File: src/rtl/pipe_hazard_ctrl_pkg.sv
// Shared encodings for the hazard controller and the core's ALU operand muxes:
// forwarding selects and hazard FSM states.
package pipe_hazard_ctrl_pkg;

    typedef enum logic [1:0] {
        FWD_NONE = 2'b00,
        FWD_EXM  = 2'b10,
        FWD_MWB  = 2'b01
    } fwdSel_t;

    typedef enum logic {
        HZ_RUN = 1'b0,
        HZ_MC  = 1'b1
    } hzState_t;

    localparam int PERF_CNT_W = 32;

endpackage

File: src/rtl/pipe_hazard_ctrl_fwd_sel.sv
// Forwarding select for one ALU operand: EX/MEM has priority over MEM/WB,
// and register 0 is never forwarded.
module fwd_sel
    import pipe_hazard_ctrl_pkg::*;
#(
    parameter int REG_ADDR_W = 5
) (
    input  logic [REG_ADDR_W-1:0] srcReg,
    input  logic [REG_ADDR_W-1:0] mDst,
    input  logic                  mRegW,
    input  logic [REG_ADDR_W-1:0] wbDst,
    input  logic                  wbRegW,
    output logic [1:0]            sel
);

    always_comb begin
        if (mRegW && (mDst != '0) && (mDst == srcReg)) begin
            sel = FWD_EXM;
        end else if (wbRegW && (wbDst != '0) && (wbDst == srcReg)) begin
            sel = FWD_MWB;
        end else begin
            sel = FWD_NONE;
        end
    end

endmodule

File: src/rtl/pipe_hazard_ctrl.sv
// Pipeline hazard controller: branch flush, counted multi-cycle EX stall, load-use
// bubble and operand forwarding. Define HAZARD_PERF_CNT_EN to build the perf counters.
module pipe_hazard_ctrl
    import pipe_hazard_ctrl_pkg::*;
#(
    parameter int N_STAGES   = 4,
    parameter int REG_ADDR_W = 5,
    parameter int BR_STAGE   = 2,
    parameter int MC_W       = 4
) (
    input  logic                  clock,
    input  logic                  reset,
    input  logic [REG_ADDR_W-1:0] id_rs,
    input  logic [REG_ADDR_W-1:0] id_rt,
    input  logic                  id_uses_rs,
    input  logic                  id_uses_rt,
    input  logic [REG_ADDR_W-1:0] ex_rs,
    input  logic [REG_ADDR_W-1:0] ex_rt,
    input  logic [REG_ADDR_W-1:0] ex_dst,
    input  logic                  ex_regw,
    input  logic                  ex_memr,
    input  logic [REG_ADDR_W-1:0] m_dst,
    input  logic                  m_regw,
    input  logic [REG_ADDR_W-1:0] wb_dst,
    input  logic                  wb_regw,
    input  logic                  branch_taken,
    input  logic                  mc_start,
    input  logic [MC_W-1:0]       mc_cycles,
    output logic                  pc_write,
    output logic [N_STAGES-1:0]   pipe_lock,
    output logic [N_STAGES-1:0]   pipe_clear,
    output logic [1:0]            forward_a,
    output logic [1:0]            forward_b,
    output logic [PERF_CNT_W-1:0] stall_cycles,
    output logic [PERF_CNT_W-1:0] flush_events
);

    hzState_t        state;
    logic [MC_W-1:0] mcCnt;
    logic            mcLaunch;
    logic            mcActive;
    logic            loadUse;

    assign mcLaunch = (state == HZ_RUN) && mc_start && (mc_cycles != '0);
    assign mcActive = (state == HZ_MC) || mcLaunch;
    assign loadUse  = (state == HZ_RUN) && ex_memr && ex_regw && (ex_dst != '0) &&
                      ((id_uses_rs && (id_rs == ex_dst)) || (id_uses_rt && (id_rt == ex_dst)));

    always_comb begin
        // NOTE: every output gets a default first so no path leaves it unassigned (no latch).
        pc_write   = 1'b1;
        pipe_lock  = '1;
        pipe_clear = '0;
        if (branch_taken) begin
            for (int i = 0; i < N_STAGES; i++) begin
                if (i <= BR_STAGE) pipe_clear[i] = 1'b1;
            end
        end else if (mcActive) begin
            pc_write      = 1'b0;
            pipe_lock[0]  = 1'b0;
            pipe_lock[1]  = 1'b0;
            pipe_clear[2] = 1'b1;
        end else if (loadUse) begin
            pc_write      = 1'b0;
            pipe_lock[0]  = 1'b0;
            pipe_clear[1] = 1'b1;
        end
    end

    // A taken branch aborts any pending multi-cycle op.
    always_ff @(posedge clock or posedge reset) begin
        // NOTE: non-blocking assignments so every flop samples pre-edge values.
        if (reset) begin
            state <= HZ_RUN;
            mcCnt <= '0;
        end else if (branch_taken) begin
            state <= HZ_RUN;
            mcCnt <= '0;
        end else if (state == HZ_RUN) begin
            if (mcLaunch) begin
                mcCnt <= mc_cycles - MC_W'(1);
                state <= (mc_cycles == MC_W'(1)) ? HZ_RUN : HZ_MC;
            end
        end else begin
            mcCnt <= mcCnt - MC_W'(1);
            if (mcCnt == MC_W'(1)) state <= HZ_RUN;
        end
    end

    fwd_sel #(.REG_ADDR_W(REG_ADDR_W)) u_fwdA (
        .srcReg (ex_rs),
        .mDst   (m_dst),
        .mRegW  (m_regw),
        .wbDst  (wb_dst),
        .wbRegW (wb_regw),
        .sel    (forward_a)
    );

    fwd_sel #(.REG_ADDR_W(REG_ADDR_W)) u_fwdB (
        .srcReg (ex_rt),
        .mDst   (m_dst),
        .mRegW  (m_regw),
        .wbDst  (wb_dst),
        .wbRegW (wb_regw),
        .sel    (forward_b)
    );

`ifdef HAZARD_PERF_CNT_EN
    logic [PERF_CNT_W-1:0] stallCnt;
    logic [PERF_CNT_W-1:0] flushCnt;

    always_ff @(posedge clock or posedge reset) begin
        if (reset) begin
            stallCnt <= '0;
            flushCnt <= '0;
        end else begin
            if (!pc_write && (stallCnt != '1)) stallCnt <= stallCnt + PERF_CNT_W'(1);
            if (branch_taken && (flushCnt != '1)) flushCnt <= flushCnt + PERF_CNT_W'(1);
        end
    end

    assign stall_cycles = stallCnt;
    assign flush_events = flushCnt;
`else
    assign stall_cycles = '0;
    assign flush_events = '0;
`endif

endmodule

File: config.mk
export PLATFORM = sky130hd
export DESIGN_NAME = pipe_hazard_ctrl
export DESIGN_NICKNAME = d
export VERILOG_FILES = /design/src/rtl/pipe_hazard_ctrl_pkg.sv /design/src/rtl/pipe_hazard_ctrl_fwd_sel.sv /design/src/rtl/pipe_hazard_ctrl.sv
export SDC_FILE = /design/constraint.sdc
export NUM_CORES = 1
export LEC_CHECK = 0
export CAP_MARGIN = 40
export CORE_MARGIN = 2
export CORE_UTILIZATION = 33
export CTS_CLUSTER_DIAMETER = 200
export CTS_CLUSTER_SIZE = 10
export DETAILED_ROUTE_END_ITERATION = 8
export PLACE_DENSITY = 0.95
export RECOVER_POWER = 25
export SLEW_MARGIN = 20
export SYNTH_ARGS = -nofsm -noshare
export SYNTH_HDL_FRONTEND = slang
export SYNTH_SLANG_ARGS = --single-unit
File: constraint.sdc
create_clock -name clock -period 4.2 [get_ports clock]
set_clock_uncertainty 0.1 [all_clocks]
set_input_delay 0.63 -clock clock [delete_from_list [all_inputs] [get_ports clock]]
set_output_delay 0.63 -clock clock [all_outputs]
set_load 0.005 [all_outputs]
==> impl_metrics.csv, run 1 <==
group,metric,value,unit
floorplan,dieArea,0.00454,mm²
timing,rsz0062_at_grt,"no",
cells_and_area,layout_commonest_cell,"conb_1",
timing,clock.fmax,286,MHz
synthesis,syn_area_per_cell,7.94,µm²
clocking,cts.clk_slew.worst_paths,0.04,ns
power_and_ir_drop,ir_worst_vdd,0.0000778,V
routing,wirelength,2790,µm
placed_design,io_buffers,58,
routing,firstDrtPassIters,4,
critical_path,crit_chain,"clkdlybuf4s50_1 > inv_1 > ha_1 > or3b_1 > a21oi_2 > nor2_1 > a31oi_1 > clkdlybuf4s50_1",
cells_and_area,areaGrowthSynthToFinish,31.5,%
synthesis,syn-instance-count,167,
routing,vias,1104,
synthesis,synth.distinct_cells,33,
routing,vias_per_cell,4.01,
cells_and_area,n_antenna_cell,0,
synthesis,yosysWarnings,0,
routing,drt_iter0_markers,28,
routing,top_layer_used,"met4",
clocking,clock_latency,0.23,ns
placed_design,dp_hpwl,2560,µm
global_routing,antenna_found_initial,0,
floorplan,die_h,67.4,µm
clocking,cts_tree,"done",
cells_and_area,drive_above_1_share,0.0400,
worst_hold_path,min_from,"mcCnt[1]$_DFFE_PP0P_",
routing,routedWlPerCell,10.1,µm
floorplan,die_x,67.4,µm
timing,setup_tns,0,ns
worst_hold_path,hold_class,"reg -> reg",
job,maxCapViolCount,0,
critical_path,ff2ff_setup_slack,2.72,ns
critical_path,r2r-end,"mcCnt[2]$_DFFE_PP0P_",
routing,drt-met1-wl,815,µm
clocking,ctsHoldBuffers,0,
synthesis,syn_area,0.00133,mm²
critical_path,crit_type,"in -> out",
critical_path,crit_required,3.47,ns
timing,maxSlewViolCount,0,
critical_path,slowest_stage,"clkdlybuf4s50_1",
critical_path,crit_top_cell,"clkdlybuf4s50_1",
global_routing,grt_pass1_vias,959,
clocking,post_cts_buffers,0,
timing,hold_viol_final,0,
timing,holdWs,0.467,ns
worst_hold_path,hold_end,"mcCnt[1]$_DFFE_PP0P_",
critical_path,cp_max_fo,4,
critical_path,crit_path_end_kind,"output port",
timing,timing.final.crit_share,0.833,
floorplan,rows,23,
timing,finalSetupViolCount,0,
critical_path,rr_startpoint,"state$_DFF_PP0_",
cells_and_area,fin_nets,279,
placed_design,gp_congestion,0.861,
critical_path,max_stage_delay,0.53,ns
floorplan,ios,126,
critical_path,cp-start-kind,"input port",
clocking,htreeDepth,1,
synthesis,yosys_register_bits,5,
global_routing,grt_pass1_wl,3930,µm
synthesis,ys_seq_area_frac,0.0943,
global_routing,grt_max_degree,12,
clocking,clock-sinks,5,
timing,period_minus_slack,3.50,ns
clocking,cts-resized-gates,0,
critical_path,rr_worst_depth,4,
routing,wl_met3,283,µm
clocking,cts-root-buf,"clkbuf_8",
power_and_ir_drop,p_per_area,175,mW/mm²
floorplan,start_util,0.336,
critical_path,cp.arrival,2.77,ns
power_and_ir_drop,p_leak,0.773,nW
synthesis,synth_area_leader_cell,"buf_4",
routing,wl_met2,1650,µm
clocking,cts_buffers,3,
cells_and_area,mostFrequentLayoutCells,"67 x conb_1, 57 x clkdlybuf4s50_1, 18 x xnor2_1, 16 x xor2_1, 8 x inv_1",
routing,drcViolationCount,0,
synthesis,netlist_top_cells_area,"buf_4 39%, xnor2_1 12%, xor2_1 11%",
global_routing,grt_util_all_layers,0.113,
worst_hold_path,hold_path_depth,2,
synthesis,synth_top_area_share,0.391,
floorplan,coreArea,0.00394,mm²
clocking,cts_max_path_buffers,2,
global_routing,grt_remaining_overflow,0,
routing,final_antenna_net_count,0,
status,outcome,"finished, final reports clean",
[power breakdown]
part	total, mW	leakage (nW)	internal, mW	switching, mW
clock	0.0935	0.0228	0.0655	0.0280
combinational	0.149	0.686	0.0834	0.0654
sequential	0.0626	0.0647	0.0542	0.00840
total	0.305	0.773	0.203	0.102
[cell families (layout without fill, tap and decap cells)]
group                      count (synthesis)  after routing  synth area share
and+or+nand+nor                           30             30             0.141
adders and majority gates                  4              4            0.0377
muxes                                      2              2            0.0151
buffers and inverters                     78             71             0.416
xor gates and xnor gates                  34             34             0.225
DFF                                        5              5            0.0943
other                                      2             67           0.00566
AOI/OAI and AO/OA                         12             12            0.0660
[worst max-delay path, delay by kind of cell]
family,cells,cell delay (ns)
buf+inv,3,1.09
simple gates,2,0.47
compound gates,2,0.40
fa+ha+maj,1,0.18
[through the flow]
stage | total power [mW] | std cells | cell area [µm²] | worst slack (ns) | utilization
6_report | 0.305 | 275 | 1740 | 0.700 | 0.442
5_1_grt | 0.329 | 275 | 1740 | 0.570 | 0.442
4_1_cts | 0.307 | 275 | 1740 | 0.702 | 0.442
3_5_place_dp | 0.211 | 271 | 1700 | 0.702 | 0.431
3_3_place_gp | 0.206 | 271 | 1700 | 0.743 | 0.431
2_1_floorplan | 0.180 | 232 | 1570 | 1.50 | -
[cell type report]
class | count | area (µm²)
Fill cell | 394 | 2200
Multi-Input combinational cell | 149 | 893
Timing Repair Buffer | 59 | 588
Sequential cell | 5 | 125
Tap cell | 50 | 62.6
Clock buffer | 4 | 45.0
Inverter | 8 | 30.0
[flip-flops by register name (all words and copies together), names as in the netlist]
name   cells
mcCnt      4
state      1
[cell usage after synthesis]
cell type,instances
nor2_1,4
ha_1,4
a311oi_1,1
clkbuf_1,1
mux2i_1,2
or4_1,5
nor4_2,2
a31o_2,1
o31a_1,1
xor2_1,16
nor3_1,5
nor4_1,2
a21oi_1,1
buf_4,69
nand4_1,2
nor4b_1,1
nand3_1,2
o22ai_1,1
a221oi_1,1
o21ai_0,1
or3_1,1
xnor2_1,18
inv_1,8
o21ai_2,1
a22oi_1,1
nand2_1,4
dfrtp_1,5
or3b_1,1
a31oi_1,1
o21ai_1,1
nor4bb_1,1
a21oi_2,1
conb_1,2
[layer usage]
layer  up-vias  track usage
li1        530            -
met1       503       0.0917
met2        67        0.246
met3         4       0.0300
met4         0       0.0459
met5         -            0
[how the worst max path moves through the flow]
stage	start	cells past startpoint	endpoint	slack (ns)
finish	mc_cycles[0]	8	pipe_lock[0]	0.70
global route	mc_cycles[0]	8	pipe_lock[0]	0.57
CTS	mc_cycles[0]	8	pipe_lock[0]	0.70
detailed placement	mc_cycles[0]	8	pipe_lock[0]	0.70
global placement	mc_cycles[0]	8	pc_write	0.74
floorplan	mc_cycles[0]	7	pipe_lock[0]	1.50
Note: power is estimated with default switching activity, not from simulation.
==> run 2: changes to the inputs <==
Settings changed: CORE_UTILIZATION 33 to 28, PLACE_DENSITY 0.95 to 0.87.
Clock period 4.2 ns to 2.8 ns, I/O delays scaled along.
==> impl_metrics.csv, run 2 (synthesis gave the netlist of run 1 again) <==
group,metric,value,unit
status,outcome,"finished, final reports clean",
placed_design,post-place-cells,296,
placed_design,gp_congestion,0.936,
routing,routedWlPerCell,10.9,µm
power_and_ir_drop,p_switching,0.169,mW
clocking,cts_max_path_buffers,2,
critical_path,crit_required,2.28,ns
global_routing,grt_pass1_wl,4730,µm
global_routing,grt_pass1_vias,1167,
power_and_ir_drop,swShare,0.345,
power_and_ir_drop,p_leak,0.918,nW
power_and_ir_drop,p_comb_frac,0.523,
power_and_ir_drop,p_per_area,250,mW/mm²
global_routing,grt_use_met1,0.100,
cells_and_area,instances_no_fill,301,
clocking,cts-root-buf,"clkbuf_8",
timing,holdWs,0.448,ns
critical_path,r2r-end,"mcCnt[2]$_DFFE_PP0P_",
timing,period_minus_slack,2.71,ns
placed_design,io_buffers,58,
timing,rsz0062_at_grt,"no",
global_routing,gr-usage-met2,0.240,
floorplan,rows,25,
routing,vias,1226,
worst_hold_path,hold_class,"in -> async",
floorplan,dieArea,0.00530,mm²
global_routing,grt_util_all_layers,0.112,
critical_path,cp.arrival,2.19,ns
global_routing,antenna_found_initial,0,
critical_path,crit_path_end_kind,"output port",
clocking,clock-sinks,5,
floorplan,die_x,72.8,µm
floorplan,start_util,0.286,
cells_and_area,layout_commonest_cell,"conb_1",
critical_path,critPathLaunch,"m_dst[2]",
global_routing,grt_max_degree,12,
timing,hold_viol_final,0,
cells_and_area,fin_nets,301,
cells_and_area,areaGrowthSynthToFinish,47.5,%
global_routing,grt-busiest-layer,"met2",
timing,maxSlewViolCount,0,
routing,wirelength,3270,µm
cells_and_area,top_regs,"mcCnt: 4 flops, state: 1 flops",
critical_path,cp-start-kind,"input port",
routing,drt_iter0_markers,31,
power_and_ir_drop,pwr-share-clk,0.284,
clocking,cts.clk_slew.worst_paths,0.04,ns
clocking,cts_buffers,3,
power_and_ir_drop,ir_worst_vdd,0.000101,V
placed_design,dp_hpwl,2820,µm
timing,finalSetupViolCount,0,
floorplan,die_h,72.8,µm
power_and_ir_drop,pwr-share-seq,0.193,
job,maxCapViolCount,0,
critical_path,crit_type,"in -> out",
cells_and_area,drive_above_1_share,0.162,
global_routing,met3_usage,0.0207,
timing,setup_tns,0,ns
cells_and_area,regMostFlops,"mcCnt",
routing,firstDrtPassIters,4,
routing,final_antenna_net_count,0,
floorplan,coreArea,0.00463,mm²
critical_path,ff2ff_setup_slack,1.22,ns
cells_and_area,n_antenna_cell,0,
clocking,htreeDepth,1,
critical_path,cp_max_fo,2,
clocking,clock_latency,0.23,ns
critical_path,rr_startpoint,"state$_DFF_PP0_",
clocking,cts_tree,"done",
global_routing,grt_remaining_overflow,0,
timing,clock.fmax,369,MHz
critical_path,cp-endpoint,"forward_a[0]",
cells_and_area,largest_register_ffs,4,
timing,timing.final.crit_share,0.968,
floorplan,ios,126,
routing,vias_per_cell,4.07,
cells_and_area,mostFrequentLayoutCells,"67 x conb_1, 46 x clkdlybuf4s50_1, 23 x buf_4, 18 x xnor2_1, 16 x xor2_1",
critical_path,rr_worst_depth,5,
routing,drcViolationCount,0,
power_and_ir_drop,intPower,0.321,mW
run 2: cell types whose count changed in the layout (fill, tap and decap cells not counted), sizes merged:
| cell | change |
|---|---|
| clkinv | +1 |
| buf | +23 |
| dlygate4sd2 | +7 |
| clkdlybuf4s50 | -11 |
| dlymetal6s2s | +1 |
| clkdlybuf4s15 | +1 |
run 2: layout make-up:
class	instances	area, µm²
Inverter	8	30.0
Clock buffer	3	41.3
Timing Repair Buffer	81	743
Fill cell	477	2670
Multi-Input combinational cell	149	945
Tap cell	54	67.6
Sequential cell	5	125
Clock inverter	1	5.00
run 2: worst min path at each step:
stage,start,to,slack (ns),depth (start not counted)
after floorplan,reset,mcCnt[0]$_DFFE_PP0P_,0.1,1
after global placement,mcCnt[1]$_DFFE_PP0P_,mcCnt[1]$_DFFE_PP0P_,0.44,2
after detailed placement,mcCnt[1]$_DFFE_PP0P_,mcCnt[1]$_DFFE_PP0P_,0.48,2
after CTS,reset,state$_DFF_PP0_,0.31,2
after global routing,reset,state$_DFF_PP0_,0.48,2
final,reset,state$_DFF_PP0_,0.45,2
run 2: repair_timing:
item                       in CTS  in global routing
resized for setup              17                  8
setup endpoints to repair       9                  5
hold buffers                    0                  0
setup buffers                   1                  0
pin swaps                       2                  2
run 2: critical path, cell delays in order:
cell and delay, ns:
clkdlybuf4s50_1 0.43, or4_4 0.54, o21ai_4 0.21, nor4_4 0.08
nor4_2 0.27, clkdlybuf4s15_1 0.24
run 2: power groups by stage:
stage,combinational [mW],sequential (mW),clock [mW]
after CTS,0.253,0.0937,0.142
after global placement,0.239,0.0934,0
after floorplan,0.181,0.0888,0
final,0.257,0.0944,0.139
after global routing,0.280,0.0955,0.145
after detailed placement,0.247,0.0944,0
run 2: through the flow:
stage | total power, mW | setup slack, ns | utilization | cell area (µm²)
after floorplan | 0.270 | 0.520 | - | 1570
after global placement | 0.333 | -0.175 | 0.402 | 1860
after detailed placement | 0.341 | -0.249 | 0.402 | 1860
after CTS | 0.488 | 0.00178 | 0.420 | 1940
after global routing | 0.521 | 0.00340 | 0.423 | 1960
final | 0.490 | 0.0906 | 0.423 | 1960
run 2: metal layers:
layer  wire length [µm]  part of all wire
met5                  0                 0
met4                 24            0.0073
met3                297             0.091
met1               1090              0.33
met2               1860              0.57
==> run 3: changes to the inputs <==
Settings changed: CORE_UTILIZATION 28 to 31, PLACE_DENSITY 0.87 to 0.9.
Clock period 2.8 ns to 3.1 ns, I/O delays scaled along.
==> impl_metrics.csv, run 3 (synthesis gave the netlist of run 1 again) <==
group,metric,value,unit
power_and_ir_drop,intPower,0.289,mW
status,outcome,"finished, final reports clean",
timing,clock.fmax,337,MHz
critical_path,slowest_stage,"clkdlybuf4s50_1",
power_and_ir_drop,p_switching,0.139,mW
placed_design,dp_slack,-0.0872,ns
floorplan,coreArea,0.00406,mm²
routing,wirelength,3240,µm
placed_design,io_buffers,58,
cells_and_area,multiInputGateArea,916,µm²
cells_and_area,layout_commonest_cell,"conb_1",
global_routing,grt_remaining_overflow,0,
floorplan,rows,23,
clocking,cts_max_path_buffers,2,
cells_and_area,top_regs,"mcCnt: 4 flops, state: 1 flops",
global_routing,grt_pass1_wl,4880,µm
clocking,cts_buffers,3,
critical_path,crit_required,2.53,ns
critical_path,max_stage_delay,0.48,ns
routing,vias,1177,
clocking,cts.clk_slew.worst_paths,0.04,ns
floorplan,ios,126,
timing,timing.final.crit_share,0.958,
placed_design,gp_congestion,0.782,
critical_path,cp_max_fo,8,
global_routing,grt_max_degree,12,
placed_design,placed_cell_area,0.00183,mm²
placed_design,dp_hpwl,2910,µm
timing,maxSlewViolCount,0,
critical_path,cp.arrival,2.40,ns
routing,firstDrtPassIters,4,
routing,drt_iter0_markers,17,
clocking,clock_latency,0.22,ns
critical_path,crit_chain,"clkdlybuf4s50_1 > inv_1 > ha_1 > or3b_4 > a21oi_4 > buf_6 > nand2_1 > clkdlybuf4s50_1",
critical_path,crit_top_cell,"clkdlybuf4s50_1",
timing,setup_ws,0.130,ns
cells_and_area,regArea,125,µm²
routing,drcViolationCount,0,
clocking,clock-sinks,5,
critical_path,ff2ff_setup_slack,1.64,ns
cells_and_area,mostFrequentLayoutCells,"67 x conb_1, 51 x clkdlybuf4s50_1, 18 x xnor2_1, 18 x buf_4, 16 x xor2_1",
clocking,htreeDepth,1,
floorplan,start_util,0.327,
power_and_ir_drop,p_comb_frac,0.521,
global_routing,grt_pass1_vias,1083,
global_routing,grt_util_all_layers,0.124,
timing,rsz0062_at_grt,"no",
timing,period_minus_slack,2.97,ns
clocking,cts-root-buf,"clkbuf_8",
power_and_ir_drop,p_leak,0.909,nW
clocking,cts_tree,"done",
critical_path,crit_path_end_kind,"output port",
power_and_ir_drop,ir_worst_vdd,0.000100,V
routing,routedWlPerCell,11.0,µm
cells_and_area,num-fill-cells,373,
timing,finalSetupViolCount,0,
routing,vias_per_cell,4.02,
floorplan,dieArea,0.00482,mm²
cells_and_area,regMostFlops,"mcCnt",
cells_and_area,drive_above_1_share,0.123,
critical_path,cp-start-kind,"input port",
clocking,post_cts_buffers,0,
cells_and_area,fin_util,0.471,
cells_and_area,largest_register_ffs,4,
cells_and_area,n_antenna_cell,0,
global_routing,antenna_found_initial,0,
cells_and_area,fin_nets,297,
power_and_ir_drop,pwr-share-clk,0.278,
floorplan,die_h,69.4,µm
power_and_ir_drop,pwr-share-seq,0.201,
routing,final_antenna_net_count,0,
power_and_ir_drop,p_per_area,224,mW/mm²
floorplan,die_x,69.4,µm
worst_hold_path,hold_class,"in -> async",
timing,hold_viol_final,0,
cells_and_area,areaGrowthSynthToFinish,44.0,%
cells_and_area,final_area,0.00191,mm²
power_and_ir_drop,swShare,0.325,
critical_path,crit_type,"in -> out",
job,maxCapViolCount,0,
[run 3: metal layers]
metal	GRT usage	vias to the layer above	part of all wire
met5	0	-	0
met4	0.0131	0	0
met3	0.0509	0	0.11
met2	0.236	78	0.54
met1	0.130	531	0.35
li1	-	568	-
[run 3: repair_timing]
action                     CTS  global route
pin swaps                    1             1
setup endpoints to repair    3             4
hold buffers                 0             0
gates resized for setup      5             6
cloned                       0             0
[run 3: metrics by stage]
step / hold slack, ns / total power, mW / TNS, ns / instances
2_1_floorplan: 0.144 / 0.244 / 0 / 232
3_3_place_gp: 0.439 / 0.299 / -0.157 / 289
3_5_place_dp: 0.521 / 0.305 / -0.183 / 289
4_1_cts: 0.353 / 0.427 / 0 / 293
5_1_grt: 0.517 / 0.460 / 0 / 293
6_report: 0.488 / 0.428 / 0 / 293
[run 3: worst max-delay path: cells and delay by family]
family | cells | cell delay (ns)
AOI/OAI and AO/OA | 1 | 0.17
adders and majority gates | 1 | 0.18
buffers and inverters | 4 | 1.13
and+or+nand+nor | 2 | 0.46
[run 3: final timing paths]
path | start | endpoint | cells after the start
worst max register to register | state$_DFF_PP0_ | mcCnt[2]$_DFFE_PP0P_ | 4
min in group clock | mcCnt[3]$_DFFE_PP0P_ | state$_DFF_PP0_ | 2
worst min register to register | mcCnt[3]$_DFFE_PP0P_ | state$_DFF_PP0_ | 2
max in group asynchronous | reset | mcCnt[1]$_DFFE_PP0P_ | 2
worst min-delay path | reset | mcCnt[2]$_DFFE_PP0P_ | 2
worst max-delay path | mc_cycles[0] | pipe_clear[2] | 8
[run 3: power by group through the flow]
stage	combinational, mW	clock, mW	sequential (mW)
2_1_floorplan	0.163	0	0.0802
3_3_place_gp	0.215	0	0.0847
3_5_place_dp	0.220	0	0.0855
4_1_cts	0.220	0.122	0.0852
5_1_grt	0.246	0.127	0.0872
6_report	0.223	0.119	0.0861
[run 3: area by class of cell]
class,count,share of cell area
tap,50,0.0328
inverter,8,0.0157
timing repair buffer,77,0.383
clock buffer,4,0.0236
sequential,5,0.0655
multi-input combinational,149,0.480
